`config.mk`:
```
export PLATFORM = sky130hd
export DESIGN_NAME = sprite_table_writer
export DESIGN_NICKNAME = d
export VERILOG_FILES = /design/src/rtl/sprite_pkg.sv /design/src/rtl/vga_frame_edge.sv /design/src/rtl/sprite_table_writer.sv
export SDC_FILE = /design/constraint.sdc
export NUM_CORES = 1
export LEC_CHECK = 0
export CORE_UTILIZATION = 56
export DETAILED_ROUTE_END_ITERATION = 6
export GPL_TIMING_DRIVEN = 0
export PLACE_DENSITY = 0.85
export SYNTH_ARGS = -nofsm -noshare
export SYNTH_HDL_FRONTEND = slang
export SYNTH_SLANG_ARGS = --single-unit
```
`constraint.sdc`:
```
create_clock -name clk -period 2.9 [get_ports clk]
set_input_delay 0.435 -clock clk [delete_from_list [all_inputs] [get_ports clk]]
set_output_delay 0.435 -clock clk [all_outputs]
set_load 0.05 [all_outputs]
```
`src/rtl/sprite_pkg.sv`:
```
`default_nettype none
// ============================================================================
//  Module      : sprite_pkg
//  Description : Shared definitions for the sprite descriptor table. Holds the
//                descriptor field layout, the register map, the CTRL bit
//                positions and the reset descriptor value.
//  Ports       : none (package)
//  Revision    : 1.0 - initial release
// ============================================================================
package sprite_pkg;

    // Descriptor field layout: [31:25] dim, [24:20] id, [19:10] y, [9:0] x
    localparam int DESC_DIM_MSB = 31;
    localparam int DESC_DIM_LSB = 25;
    localparam int DESC_ID_MSB  = 24;
    localparam int DESC_ID_LSB  = 20;
    localparam int DESC_Y_MSB   = 19;
    localparam int DESC_Y_LSB   = 10;
    localparam int DESC_X_MSB   = 9;
    localparam int DESC_X_LSB   = 0;

    // Register map (word addresses)
    localparam logic [2:0] ADDR_CTRL   = 3'd4;
    localparam logic [2:0] ADDR_STATUS = 3'd5;

    // CTRL register bits
    localparam int CTRL_COMMIT_BIT = 0;
    localparam int CTRL_AUTO_BIT   = 1;

    // Reset descriptor: y = 1023 parks the sprite off-screen
    localparam logic [31:0] SPRITE_RESET_DESC = 32'h000F_FC00;

    localparam int VBLANK_LINE_DEFAULT = 480;

    typedef struct packed {
        logic [6:0] dim;
        logic [4:0] id;
        logic [9:0] y;
        logic [9:0] x;
    } sprite_desc_t;

endpackage : sprite_pkg
`default_nettype wire

```
`src/rtl/vga_frame_edge.sv`:
```
`default_nettype none
// ============================================================================
//  Module      : vga_frame_edge
//  Description : Detects the start of vertical blank. Compares the current
//                line against VBLANK_LINE and emits a one-cycle pulse on the
//                first cycle the line is inside vertical blank.
//  Ports       : clk      - system clock
//                reset    - asynchronous active-low reset
//                vcount   - current VGA line (clk domain)
//                vb_edge  - one-cycle pulse at start of vertical blank
//  Revision    : 1.0 - initial release
// ============================================================================
module vga_frame_edge #(
    parameter int VBLANK_LINE = 480,
    parameter int VCOUNT_W    = 10
) (
    input  logic                clk,
    input  logic                reset,
    input  logic [VCOUNT_W-1:0] vcount,
    output logic                vb_edge
);

    localparam logic [VCOUNT_W-1:0] C_LINE = VCOUNT_W'(VBLANK_LINE);

    logic w_vblank;
    logic r_vblank_q;

    assign w_vblank = (vcount >= C_LINE);

    // The history bit resets to "already in blank" so that leaving reset
    // while the line is inside vertical blank does not look like a new frame;
    // the blank must first end before the next edge can be reported.
    always_ff @(posedge clk or negedge reset) begin
        if (!reset) begin
            r_vblank_q <= 1'b1;
        end else begin
            r_vblank_q <= w_vblank;
        end
    end

    assign vb_edge = w_vblank & ~r_vblank_q;

endmodule : vga_frame_edge
`default_nettype wire

```
`src/rtl/sprite_table_writer.sv`:
```
`default_nettype none
// ============================================================================
//  Module      : sprite_table_writer
//  Description : Avalon-MM slave owning the double-buffered sprite descriptor
//                table. Software writes a shadow bank; the shadow bank is
//                copied to the active bank at the start of vertical blank when
//                a commit is pending.
//  Ports       : clk, reset (async active-low)
//                chipselect/write/read/address/writedata/readdata - Avalon
//                VGA_VCOUNT          - current VGA line
//                sprite1..sprite3    - active descriptors to the renderer
//                frame_irq           - one-cycle pulse per committed swap
//  Revision    : 1.0 - initial release
// ============================================================================
module sprite_table_writer
    import sprite_pkg::*;
#(
    parameter int NUM_SPRITES = 3,
    parameter int VBLANK_LINE = VBLANK_LINE_DEFAULT,
    parameter int FCNT_W      = 8
) (
    input  logic        clk,
    input  logic        reset,
    input  logic        chipselect,
    input  logic        write,
    input  logic        read,
    input  logic [2:0]  address,
    input  logic [31:0] writedata,
    output logic [31:0] readdata,
    input  logic [9:0]  VGA_VCOUNT,
    output logic [31:0] sprite1,
    output logic [31:0] sprite2,
    output logic [31:0] sprite3,
    output logic        frame_irq
);

    localparam logic [2:0] C_NUM_SLOTS = 3'(NUM_SPRITES);

    sprite_desc_t       r_shadow [NUM_SPRITES];
    sprite_desc_t       r_active [NUM_SPRITES];
    logic               r_pending;
    logic               r_auto;
    logic [FCNT_W-1:0]  r_fcnt;
    logic [31:0]        r_readdata;
    logic               r_irq;

    logic               w_wr;
    logic               w_rd;
    logic               w_desc_wr;
    logic               w_ctrl_wr;
    logic               w_set_pending;
    logic               w_vb_edge;
    logic [31:0]        w_rdata;

    vga_frame_edge #(
        .VBLANK_LINE (VBLANK_LINE),
        .VCOUNT_W    (10)
    ) u_frame_edge (
        .clk     (clk),
        .reset   (reset),
        .vcount  (VGA_VCOUNT),
        .vb_edge (w_vb_edge)
    );

    assign w_wr      = chipselect & write;
    assign w_rd      = chipselect & read;
    assign w_desc_wr = w_wr & (address < C_NUM_SLOTS);
    assign w_ctrl_wr = w_wr & (address == ADDR_CTRL);

    // Setting pending has priority over the clear done by a swap, so a commit
    // requested on the swap cycle waits for the next frame.
    assign w_set_pending = (w_ctrl_wr & writedata[CTRL_COMMIT_BIT])
                         | (w_desc_wr & r_auto);

    // Descriptor banks. The active bank copies the pre-write shadow because
    // both sides use the registered values of the same edge.
    always_ff @(posedge clk or negedge reset) begin
        if (!reset) begin
            for (int i = 0; i < NUM_SPRITES; i++) begin
                r_shadow[i] <= sprite_desc_t'(SPRITE_RESET_DESC);
                r_active[i] <= sprite_desc_t'(SPRITE_RESET_DESC);
            end
        end else begin
            if (w_vb_edge && r_pending) begin
                for (int i = 0; i < NUM_SPRITES; i++) begin
                    r_active[i] <= r_shadow[i];
                end
            end
            for (int i = 0; i < NUM_SPRITES; i++) begin
                if (w_desc_wr && (address == 3'(i))) begin
                    r_shadow[i] <= sprite_desc_t'(writedata);
                end
            end
        end
    end

    // Control, status and frame pacing
    always_ff @(posedge clk or negedge reset) begin
        if (!reset) begin
            r_pending <= 1'b0;
            r_auto    <= 1'b0;
            r_fcnt    <= '0;
            r_irq     <= 1'b0;
        end else begin
            if (w_ctrl_wr) begin
                r_auto <= writedata[CTRL_AUTO_BIT];
            end
            if (w_set_pending) begin
                r_pending <= 1'b1;
            end else if (w_vb_edge) begin
                r_pending <= 1'b0;
            end
            if (w_vb_edge) begin
                r_fcnt <= r_fcnt + 1'b1;
            end
            r_irq <= w_vb_edge & r_pending;
        end
    end

    // Read mux: shadow descriptors, CTRL and STATUS; holes read as zero
    always_comb begin
        w_rdata = '0;
        for (int i = 0; i < NUM_SPRITES; i++) begin
            if (address == 3'(i)) begin
                w_rdata = r_shadow[i];
            end
        end
        case (address)
            ADDR_CTRL: begin
                w_rdata[CTRL_AUTO_BIT]   = r_auto;
                w_rdata[CTRL_COMMIT_BIT] = r_pending;
            end
            ADDR_STATUS: begin
                w_rdata[0]           = r_pending;
                w_rdata[8 +: FCNT_W] = r_fcnt;
            end
            default: ;
        endcase
    end

    // readdata holds its last value between reads
    always_ff @(posedge clk or negedge reset) begin
        if (!reset) begin
            r_readdata <= '0;
        end else if (w_rd) begin
            r_readdata <= w_rdata;
        end
    end

    assign readdata  = r_readdata;
    assign sprite1   = r_active[0];
    assign sprite2   = r_active[1];
    assign sprite3   = r_active[2];
    assign frame_irq = r_irq;

endmodule : sprite_table_writer
`default_nettype wire

```
-- After elaboration in Yosys (flattened, before gate mapping)
Cells that the tools add are included.
- register bits after elaboration: 236
- output and inout bits: 129
- memories kept: 0
- word-level logic and storage cells: 62
- ROM bits: 0
- latch bits: 0
- bits in writable memories: 0
- input bits: 50
- add/subtract/negate cells: 1
- shift operators: 0
- bitwise operators: 10
- multipliers: 0
- eq/ne operators: 4
- multiplexer cells: 8
- divide/modulo/power cells: 0
- magnitude comparators: 2
- reduce and logical (&&, ||, !) cells: 7
- operator list (cell ; number):
    $mux W32 ; 3
    $ge A10 B9 Y1 const B ; 1
    $add A8 B1 Y8 const B ; 1
    $and A1 B1 Y1 ; 8
    $mux W8 ; 1
    $eq A3 B3 Y1 const B ; 2
    $logic_and A1 B1 Y1 ; 4
    $mux W1 ; 4
    $eq A3 B1 Y1 const B ; 1
    $eq A3 B2 Y1 const B ; 1
    $logic_not A3 Y1 ; 1
    $lt A3 B2 Y1 const B ; 1
    $reduce_bool A2 Y1 ; 1
    $reduce_or A2 Y1 ; 1
    $not A1 Y1 ; 1
    $or A1 B1 Y1 ; 1

-- Longest topological paths before layout
- depth in word-level cells: 5
- depth in mapped cells: 7
- depth with buffers taken out: 4

-- Cells and area by module
A second synthesis with hierarchy kept.
- cells, all modules: 635
- area total of the unflattened synthesis: 9930.8 um^2
- modules (own cells, without submodules) (module ; times used ; area each (um^2) ; cells each):
    sprite_table_writer ; 1 ; 9880.7 ; 632
    vga_frame_edge ; 1 ; 50.0 ; 3

-- Worst setup path before layout
No wires, ideal clock.
- path kind: input -> register
- start: input address[1]
- end: register r_shadow[0] (netlist name)
- path buffers: 4
- stages: 7
- data arrival time: 1.642 ns
- slack: 1.133 ns
- data required time: 2.775 ns
- path through: buf_2 > nor2b_1 > clkbuf_1 > and2_1 > buf_2 > buf_4 > mux2_2
- word-level cells in the longest chain between the ends: 3
- elaborated cells between the ends (all ways): 4
- those cells by class: 1 x order compare; 1 x eq/ne; 1 x bitwise; 1 x reduce/logical
- ends and longest elaborated chain (item ; line ; text):
    start, declared ; sprite_table_writer.sv:27 ; input logic [2:0] address,
    $lt A3 B2 Y1 ; sprite_table_writer.sv:67 ; assign w_desc_wr = w_wr & (address < C_NUM_SLOTS);
    $and A1 B1 Y1 ; sprite_table_writer.sv:67 ;
    $logic_and A1 B1 Y1 (*) ; sprite_table_writer.sv:90 ; if (w_desc_wr && (address == 3'(i))) begin
    end signal, assigned by index ; sprite_table_writer.sv:80 ; r_shadow[i] <= sprite_desc_t'(SPRITE_RESET_DESC);
    end signal, assigned by index ; sprite_table_writer.sv:91 ; r_shadow[i] <= sprite_desc_t'(writedata);
    end, declared ; sprite_table_writer.sv:39 ; sprite_desc_t r_shadow [NUM_SPRITES];
Every way passes the cells marked *; elsewhere a longest branch is shown, timed or not.
A chain may end at the register's enable or synchronous reset.

-- Final worst setup path
- start: register r_active (netlist bit sprite1[19])
- end: output sprite1[19]
- RTL lines (item ; line ; text):
    start, declared ; sprite_table_writer.sv:40 ; sprite_desc_t r_active [NUM_SPRITES];
    start signal, assigned by index ; sprite_table_writer.sv:81 ; r_active[i] <= sprite_desc_t'(SPRITE_RESET_DESC);
    start signal, assigned by index ; sprite_table_writer.sv:86 ; r_active[i] <= r_shadow[i];
    end, declared ; sprite_table_writer.sv:31 ; output logic [31:0] sprite1,
No word-level cell between the ends.

==> flow_summary.toml <==
[route]
routed-wl-met2_mm = 11.69
routed_wl_mm = 24.28
top_layer_used = "met4"
routedWlPerCell_um = 22.67
vias = 6314
ant_nets = 0
drc = 0
first_pass_iters = 6
met1Wirelength_mm = 10.18
via_per_inst = 5.895
drtIter0Drc = 350
wl_met3_mm = 1.723

[layout]
mostFrequentLayoutCell = "dfrtp_1"
layout_common_cells = "dfrtp_1, clkdlybuf4s50_1, mux2_2"
stdcell_count = 1071
final_core_util = 0.7460
nets = 884
syn_to_final_growth_pct = 29.06
fillerInstances = 1038
fin_area_um2 = 12500
post_route_cells_drive_above_1_share = 0.3502
antenna_cells = 0

[global_routing]
first_global_vias = 6812
grt_max_degree = 126
gr-usage-all-layers = 0.2806
grt-ovfl-total = 0
grt_pass1_wl_mm = 38.29
antenna_found_initial = 0

[status]
status = "finished, violations left"
violations = "hold timing"

[sta]
slew_violations = 0
min_period_ps = 2324
hold_slack_ps = -24.39
worst_clock_skew_ps = 10.25
worst_pin_slew_ps = 869.4
setup_ws_ps = 575.8
max_freq_ghz = 0.4303
slew_headroom = 0.4204
final_hold_viol_count = 10
setup_violations = 0
finalSetupTns_ps = 0
rsz0062_at_grt = "false"
fin_crit_sh = 0.8014

[logic_synthesis]
ys_seq_area_frac = 0.6175
yosys_warnings = 0
synth-simple-area-share = 0.03255
synth-adder-area-share = 0.001291
synthTopCellsByArea = "dfrtp_1, mux2_2, dfstp_2, mux2_1, mux2i_1"
synth_xor_area_frac = 0.006328
synth.top_cell.area_share = 0.4520
synth_compound_area_frac = 0.05592
synth_top_family_by_area = "multiplexers"
ys_async_sr_fraction = 1.000
synth-seq-cells = 236
synth_nets = 687
ys_types = 40
syn_inst = 636
synth_ff_type = "dfrtp_1"
synth_top_area_cell = "dfrtp_1"
muxShareOfSynthArea = 0.2596
syn_avg_cell_area_um2 = 15.23
synth-edff-count = 0
synthesis.area_um2 = 9688

[die]
die_y_um = 133.5
die_w_um = 133.5
initial_core_util = 0.5781
io_pins = 179
core_area_um2 = 16760
num_rows = 47
dieArea_um2 = 17830

[clocking]
clk_path_buf_depth = 3
htreeDepth = 1
clk_pin_slew_worst_paths_ps = 60
cts_resized = 0
root_buffer = "clkbuf_16"
cts_buffers = 24
insertion_delay_ps = 510
cts_tree = "yes"
clock_sinks = 236
cts_setup_buffers = 0
ctsHoldBuffers = 0

[power]
power_density_nw_per_um2 = 1134
ir_worst_vdd_mv = 0.8980
power_leakage_nw = 5.383
p_total_mw = 14.18

[setup_path]
path_buf_inv = 1
start_kind = "flip-flop"
path_delay_family = "buffers and inverters"
path_cells = "clkdlybuf4s50_1"
end_kind = "output pin"
critPathMaxFanout = 2
slowest_delay_ps = 850
cp_slowest_cell = "clkdlybuf4s50_1"
criticalPathCategory = "flip-flop to output pin"
critPathRequiredTime_ps = 2470
worstPathArrival_ps = 1890

[placement]
port_buffers = 170
placedCellCount = 1027
gp_congestion = 0.8336
dpl_cell_area_um2 = 11700
hpwl_mm = 16.39
post-place-ws_ps = 162.9

[run]
maxCapViolCount = 0

[hold_path]
hold_class = "input port to asynchronous set/reset pin"
cells by family after synthesis:
group	count (synthesis)
and+or+nand+nor	54
xor gates and xnor gates	7
buffers and inverters	45
DFF	236
muxes	226
AOI/OAI and AO/OA	67
adders and majority gates	1
sequential cells by signal, indices dropped and copies added, names as in the netlist:
signal	cells
frame_irq	1
sprite2	32
sprite1	32
r_pending	1
r_auto	1
readdata	32
sprite3	32
r_shadow	96
r_fcnt	8
u_frame_edge.r_vblank_q	1
final cells by class:
type	count	area [um^2]	area share
Inverter	2	7.507	0.0006004
Clock buffer	34	730.7	0.05844
Buffer	43	252.7	0.02021
Multi-Input combinational cell	355	3446	0.2756
Tap cell	220	275.3	0.02202
Sequential cell	236	5982	0.4784
Clock inverter	10	75.07	0.006004
Timing Repair Buffer	171	1734	0.1387
synthesized netlist by cell type (2+ instances only):
library cell and number:
dfstp_2 61, nand3_1 3, clkbuf_1 14, nand2_1 11, a31oi_1 9, and2_1 3, nor3b_2 2, buf_1 2
dfrtp_1 175, a22o_1 22, nor3_1 2, buf_2 16, nor4_1 2, mux2i_1 24, nor2b_1 3, mux2_1 39
a21oi_1 8, nor4b_1 8, inv_1 2, xor2_1 6, buf_6 8, mux2_2 163, nor2_1 11, a32oi_1 2
or3_1 2, o2bb2ai_1 22, buf_4 3
routing by layer:
layer / up-vias / GRT usage
met4: 0 / 0.09091
met3: 60 / 0.06621
li1: 2721 / -
met2: 234 / 0.4609
met5: - / 0
met1: 3299 / 0.3698
path summary, 6_finish.rpt:
path,to,cells after the start,slack (ps),start
setup / recovery,sprite1[19],1,580,sprite1[19]
hold / removal,sprite1[2],1,-20,reset
setup reg to reg,sprite1[20],5,890,u_frame_edge.r_vblank_q
hold reg to reg,sprite1[21],1,490,sprite1[21]
max in group asynchronous,r_shadow[90],2,1870,reset
min in group clk,readdata[1],3,380,address[1]
power by group:
part	total (mW)	leakage, nW	internal [mW]	switching [mW]
clock network	3.10	0.409	1.84	1.26
registers	5.37	2.85	4.61	0.760
logic	5.71	2.13	2.14	3.57
total	14.2	5.38	8.59	5.59
(Power assumes the default switching activity.)
